File: src/rtl/dron_pkg.sv
// Shared types and helpers for the quad-motor mixer: FSM states, motor indices,
// duty width and the saturate-to-duty function.
package dron_pkg;

    typedef enum logic [1:0] {
        DISARMED = 2'd0,
        ARM_WAIT = 2'd1,
        ARMED    = 2'd2
    } state_t;

    localparam int FL       = 0;
    localparam int FR       = 1;
    localparam int RL       = 2;
    localparam int RR       = 3;
    localparam int N_MOTORS = 4;
    localparam int DUTY_W   = 8;

    // Clamp a signed mix sum into the unsigned duty range 0..255.
    function automatic logic [DUTY_W-1:0] sat_duty(input logic signed [9:0] v);
        if (v < 10'sd0)
            return '0;
        else if (v > 10'sd255)
            return '1;
        else
            return v[DUTY_W-1:0];
    endfunction

endpackage

File: src/rtl/dron_pwm_timebase.sv
// PWM timebase: prescaler, 8-bit period counter and a one-clk period_start
// pulse marking the clk in which cnt becomes 0.
module dron_pwm_timebase
    import dron_pkg::*;
#(
    parameter int PWM_DIV = 100
) (
    input  logic              clk,
    input  logic              reset_n,
    output logic [DUTY_W-1:0] cnt,
    output logic              period_start
);

    localparam int PW = (PWM_DIV > 1) ? $clog2(PWM_DIV) : 1;

    logic [PW-1:0] prescaler;
    logic          terminal;

    assign terminal = (prescaler == PW'(PWM_DIV - 1));

    always_ff @(posedge clk or negedge reset_n) begin
        if (!reset_n) begin
            prescaler    <= '0;
            cnt          <= '0;
            period_start <= 1'b0;
        end else begin
            period_start <= 1'b0;
            if (terminal) begin
                prescaler    <= '0;
                cnt          <= cnt + 1'b1;
                period_start <= (cnt == '1);
            end else begin
                prescaler <= prescaler + 1'b1;
            end
        end
    end

endmodule

File: src/rtl/dron_motor_mixer.sv
// Quad-motor mixer: stick offsets + throttle -> four PWM duties, gated by an
// arming FSM. Define DRON_SOFT_START_EN to rate-limit duty changes per period.
module dron_motor_mixer
    import dron_pkg::*;
#(
    parameter int PWM_DIV   = 100,
    parameter int CENTER    = 64,
    parameter int DEADZONE  = 8,
    parameter int RAMP_STEP = 4
) (
    input  logic                clk,
    input  logic                reset_n,
    input  logic [11:0]         value_x,
    input  logic [11:0]         value_y,
    input  logic [7:0]          throttle,
    input  logic                arm,
    output logic [N_MOTORS-1:0] pwm,
    output logic                armed,
    output logic                period_start
);

    localparam logic signed [7:0] CTR = 8'(CENTER);
    localparam logic signed [7:0] DZ  = 8'(DEADZONE);

    logic [DUTY_W-1:0] cnt;
    logic [DUTY_W-1:0] target    [N_MOTORS];
    logic [DUTY_W-1:0] duty      [N_MOTORS];
    logic [DUTY_W-1:0] next_duty [N_MOTORS];
    logic signed [7:0] off_x, off_y, roll, pitch;
    logic signed [9:0] t_s, p_s, r_s;
    logic [7:0]        thr_q;
    state_t            state;
    logic              unused_hi_bits;

    dron_pwm_timebase #(.PWM_DIV(PWM_DIV)) u_timebase (
        .clk          (clk),
        .reset_n      (reset_n),
        .cnt          (cnt),
        .period_start (period_start)
    );

    function automatic logic signed [7:0] dead_zone(input logic signed [7:0] v);
        if (v <= DZ && v >= -DZ)
            return 8'sd0;
        else
            return v;
    endfunction

    assign unused_hi_bits = ^{value_x[11:7], value_y[11:7]};
    assign off_x = $signed({1'b0, value_x[6:0]}) - CTR;
    assign off_y = $signed({1'b0, value_y[6:0]}) - CTR;

    always_ff @(posedge clk or negedge reset_n) begin
        if (!reset_n) begin
            roll  <= '0;
            pitch <= '0;
            thr_q <= '0;
        end else begin
            roll  <= dead_zone(off_x);
            pitch <= dead_zone(off_y);
            thr_q <= throttle;
        end
    end

    assign t_s = $signed({2'b00, thr_q});
    assign p_s = $signed({{2{pitch[7]}}, pitch});
    assign r_s = $signed({{2{roll[7]}}, roll});

    // NOTE: the small target/duty arrays are plain flops, so they take the async reset too.
    always_ff @(posedge clk or negedge reset_n) begin
        if (!reset_n) begin
            for (int i = 0; i < N_MOTORS; i++) target[i] <= '0;
        end else begin
            target[FL] <= sat_duty(t_s + p_s + r_s);
            target[FR] <= sat_duty(t_s + p_s - r_s);
            target[RL] <= sat_duty(t_s - p_s + r_s);
            target[RR] <= sat_duty(t_s - p_s - r_s);
        end
    end

`ifdef DRON_SOFT_START_EN
    localparam logic [DUTY_W-1:0] STEP = DUTY_W'(RAMP_STEP);

    always_comb begin
        for (int i = 0; i < N_MOTORS; i++) begin
            next_duty[i] = duty[i];
            if (target[i] > duty[i])
                next_duty[i] = (target[i] - duty[i] > STEP) ? duty[i] + STEP : target[i];
            else if (target[i] < duty[i])
                next_duty[i] = (duty[i] - target[i] > STEP) ? duty[i] - STEP : target[i];
        end
    end
`else
    localparam int unused_ramp_step = RAMP_STEP;

    always_comb begin
        for (int i = 0; i < N_MOTORS; i++) next_duty[i] = target[i];
    end
`endif

    // Arming FSM; duties only move on period boundaries and clear on any disarm.
    always_ff @(posedge clk or negedge reset_n) begin
        if (!reset_n) begin
            state <= DISARMED;
            armed <= 1'b0;
            for (int i = 0; i < N_MOTORS; i++) duty[i] <= '0;
        end else begin
            case (state)
                DISARMED: begin
                    if (arm && throttle == 8'd0) state <= ARM_WAIT;
                end
                ARM_WAIT, ARMED: begin
                    if (!arm) begin
                        state <= DISARMED;
                        armed <= 1'b0;
                        for (int i = 0; i < N_MOTORS; i++) duty[i] <= '0;
                    end else if (period_start) begin
                        state <= ARMED;
                        armed <= 1'b1;
                        for (int i = 0; i < N_MOTORS; i++) duty[i] <= next_duty[i];
                    end
                end
                default: begin
                    state <= DISARMED;
                    armed <= 1'b0;
                    for (int i = 0; i < N_MOTORS; i++) duty[i] <= '0;
                end
            endcase
        end
    end

    always_comb begin
        for (int i = 0; i < N_MOTORS; i++) pwm[i] = armed && (cnt < duty[i]);
    end

endmodule

File: config.mk
export PLATFORM = sky130hd
export DESIGN_NAME = dron_motor_mixer
export DESIGN_NICKNAME = d
export VERILOG_FILES = /design/src/rtl/dron_pkg.sv /design/src/rtl/dron_pwm_timebase.sv /design/src/rtl/dron_motor_mixer.sv
export SDC_FILE = /design/constraint.sdc
export NUM_CORES = 1
export LEC_CHECK = 0
export BUFFER_PORTS_ARGS = -buffer_cell sky130_fd_sc_hd__buf_2
export CORE_MARGIN = 4
export CORE_UTILIZATION = 35
export DETAILED_ROUTE_END_ITERATION = 10
export PLACE_DENSITY = 0.51
export SLEW_MARGIN = 20
export SYNTH_ARGS = -nofsm -noshare
export SYNTH_HDL_FRONTEND = slang
export SYNTH_HIERARCHICAL = 1
export SYNTH_SLANG_ARGS = --single-unit
File: constraint.sdc
create_clock -name clk -period 8.5 [get_ports clk]
set_input_delay 0.425 -clock clk [delete_from_list [all_inputs] [get_ports clk]]
set_output_delay 0.425 -clock clk [all_outputs]
set_load 0.005 [all_outputs]
==> out/qor.txt <==
Worst R2R End: next_duty[8]$_DFF_PN0_
Initial Util: 0.357
Die ar.: 21,500 um2
Mapped Cells: 698
Sink Count: 105
Slowest cell on crit path: xnor2_1
Critical Path AT: 3.99 ns
Finished Core Util: 0.396
final hold vios: 0
H-tree levels: 3
nets: 850
PwrDens: 243 nW/um2
number of synthesized flops with an enable pin: 0
Yosys warning count: 6
DRT antenna net count: 0
worst-path maximum fanout: 8
Max Cap Viol: 0
combined area of the multi-input logic cells: 3720 um2
sequential element share of the synthesized area: 0.391
top_reg_cell synth: dfrtp_1
R2R Setup Slk: 4.70 ns
ys async rst share: 1.00
crit path from: pitch[1]$_DFF_PN0_
Layout area overhead: 10.7%
WHS: 0.200 ns
R2R Path Start: pitch[1]$_DFF_PN0_
first-pass GRT wire length: 24,100 um
Non-Filler Instances: 989
post-DR wirelength/cell: 14.2 um
GRT Total Usage: 0.138
worst hold path class: in -> reg
clock buffer depth: 2
Core ar.: 18,800 um2
RSZ-0062 raised after global routing: false
R2R cell count: 12
crit path time final: 3.80 ns
setup violators final: 0
LEAKAGE: 3.35 nW
fmax: 0.263 GHz
Seq cells post-synth: 105
Peak VDD IR: 0.000153 V
pin count of the biggest net entering global routing: 89
setup_tns: 0 ns
synthesized net count: 824
outcome: finished clean
Slew @ Worst Pin: 0.777 ns
DR iter-0 viols: 263
crit path cell chain: inv_1 > ha_1 > nor2b_1 > o31ai_1 > a21boi_0 > ha_1 > o21bai_1 > a221oi_1 > or3_1 > a31oi_1 > xnor2_1 > a21oi_1
Rows: 50
register area: 2630 um2
Synth Cell Area: 6730 um2
FILL cells: 1,894
clk_lat worst skew: 0.35 ns
final wirelength: 14,000 um
CP endpoint: next_duty[8]$_DFF_PN0_
die width: 147 um
fin crit share: 0.447
most frequent CP cell: ha_1
Vias: 4,743
gpl congestion: 0.886
Worst-path clk slew: 0.06 ns
number of buffers created by CTS: 9
initial antenna violation count: 0
# diodes: 0
worst rel slew slack: 0.482
placed cells: 972
startpoint types: register
vias in the first global route: 4,914
drt first pass iters: 5
share of cells above drive strength 1: 0.0947
slowest stage delay, CP: 0.58 ns
Synth cell types: 62
hpwl dp: 11,100 um
Ports: 41
DR vias/cell: 4.80
Metal-1 WL: 6880 um
clk_skew: 0.0122 ns
TritonCTS clock tree: built
routed length on met2: 6650 um
# DRC: 0
# Post-CTS Setup Buffers: 0
uppermost layer routed: met4
Setup CP Type: reg -> reg
Die Height: 147 um
Root Buffer: clkbuf_16
Total Power: 1.81 mW
Port Buf Inserts: 30
CP Capture Type: register
synthesized area per cell: 9.64 um2
grt ovf: 0
WP data required: 8.69 ns
Final Max Tran Viols: 0
WL met3: 430 um
==> timing repair <==
item / in CTS / in global routing
hold endpoints to repair: 17 / 0
hold buffers: 1 / 0
resized for setup: 0 / 0
==> Yosys cell counts (3+ instances only) <==
| library cell | number | area share |
|---|---|---|
| nor3_1 | 7 | 0.0052 |
| inv_1 | 72 | 0.040 |
| nand2b_1 | 14 | 0.013 |
| a31oi_1 | 8 | 0.0074 |
| clkbuf_1 | 9 | 0.0050 |
| o21ai_0 | 57 | 0.042 |
| xor2_1 | 14 | 0.018 |
| o211ai_1 | 6 | 0.0067 |
| nor2b_1 | 17 | 0.016 |
| nand2_1 | 28 | 0.016 |
| nor2_1 | 36 | 0.020 |
| dfrtp_1 | 105 | 0.39 |
| ha_1 | 85 | 0.16 |
| o31ai_1 | 6 | 0.0067 |
| fa_1 | 6 | 0.018 |
| nor4_1 | 3 | 0.0028 |
| xnor2_1 | 37 | 0.048 |
| nand3_1 | 41 | 0.031 |
| o21bai_1 | 5 | 0.0056 |
| buf_6 | 3 | 0.0050 |
| a21oi_1 | 64 | 0.048 |
| buf_4 | 3 | 0.0033 |
| o21a_1 | 7 | 0.0078 |
| and2_1 | 9 | 0.0084 |
| and4b_1 | 5 | 0.0074 |
| nand4_1 | 4 | 0.0037 |
==> sequential cells by signal, summed over array words and instances, names as in the netlist <==
name,cells
next_duty,32
u_timebase/period_start,1
state,2
thr_q,8
u_timebase/prescaler,7
armed,1
pitch,7
duty,32
roll,7
u_timebase/cnt,8
==> cell families after synthesis <==
kind of cell	synth area share
simple gates	0.145
compound gates	0.153
flops	0.391
buf+inv	0.0573
fa+ha+maj	0.176
xor+xnor	0.0736
mux	0.00521
==> routing by layer <==
metal	vias to the layer above	global-route usage
met5	-	0
met3	8	0.0295
met2	61	0.227
li1	2437	-
met1	2237	0.185
met4	0	0.0357
==> cell usage in the layout, fill, tap and decap left out, types with 3 or more instances in the layout <==
cell type    n
inv_6        3
inv_1       72
nand3_1     41
o21a_1       7
nand4_1      4
o31ai_1      6
a31oi_1      8
xor2_1      14
o21ai_0     57
buf_2       29
nor3_1       7
and4b_1      5
o211ai_1     6
nor4_1       3
xnor2_1     37
a21oi_1     64
and2_1       8
clkbuf_16    9
nand2_1     28
buf_4        3
ha_1        85
nand2b_1    14
fa_1         6
o21bai_1     5
dfrtp_1    105
nor2b_1     17
nor2_1      35
==> report_power, final <==
part | switching (mW) | internal [mW]
clock network | 0.187 | 0.241
registers | 0.0472 | 0.621
logic | 0.432 | 0.280
total | 0.666 | 1.14
==> worst min-delay path by stage <==
stage / start / endpoint / slack [ns] / cells past startpoint
floorplan: reset_n / armed$_DFFE_PN0P_ / 0.13 / 0
global placement: reset_n / u_timebase/prescaler[4]$_DFF_PN0_ / 0.30 / 1
detailed placement: reset_n / u_timebase/prescaler[4]$_DFF_PN0_ / 0.30 / 1
CTS: throttle[2] / thr_q[2]$_DFF_PN0_ / 0.18 / 1
global route: throttle[4] / thr_q[4]$_DFF_PN0_ / 0.18 / 1
finish: throttle[2] / thr_q[2]$_DFF_PN0_ / 0.20 / 1
==> worst max-delay path: cells and delay by family (launching register included) <==
| family | cells | cell delay [ns] |
|---|---|---|
| fa+ha+maj | 2 | 0.62 |
| simple gates | 2 | 0.30 |
| xor+xnor | 1 | 0.58 |
| flops | 1 | 0.38 |
| buf+inv | 1 | 0.15 |
| compound gates | 6 | 1.63 |
==> metrics by stage <==
stage / setup WS [ns] / cell area (um2)
floorplan: 5.30 / 6730
global placement: 4.75 / 7120
detailed placement: 4.72 / 7120
CTS: 4.71 / 7440
global route: 4.42 / 7450
finish: 4.70 / 7450
==> area by class of cell <==
type	count	area share
sequential	105	0.353
inverter	74	0.0373
tap	260	0.0437
multi-input combinational	500	0.499
clock inverter	6	0.00974
timing repair buffer	34	0.0254
clock buffer	10	0.0321
(Power assumes the default switching activity.)
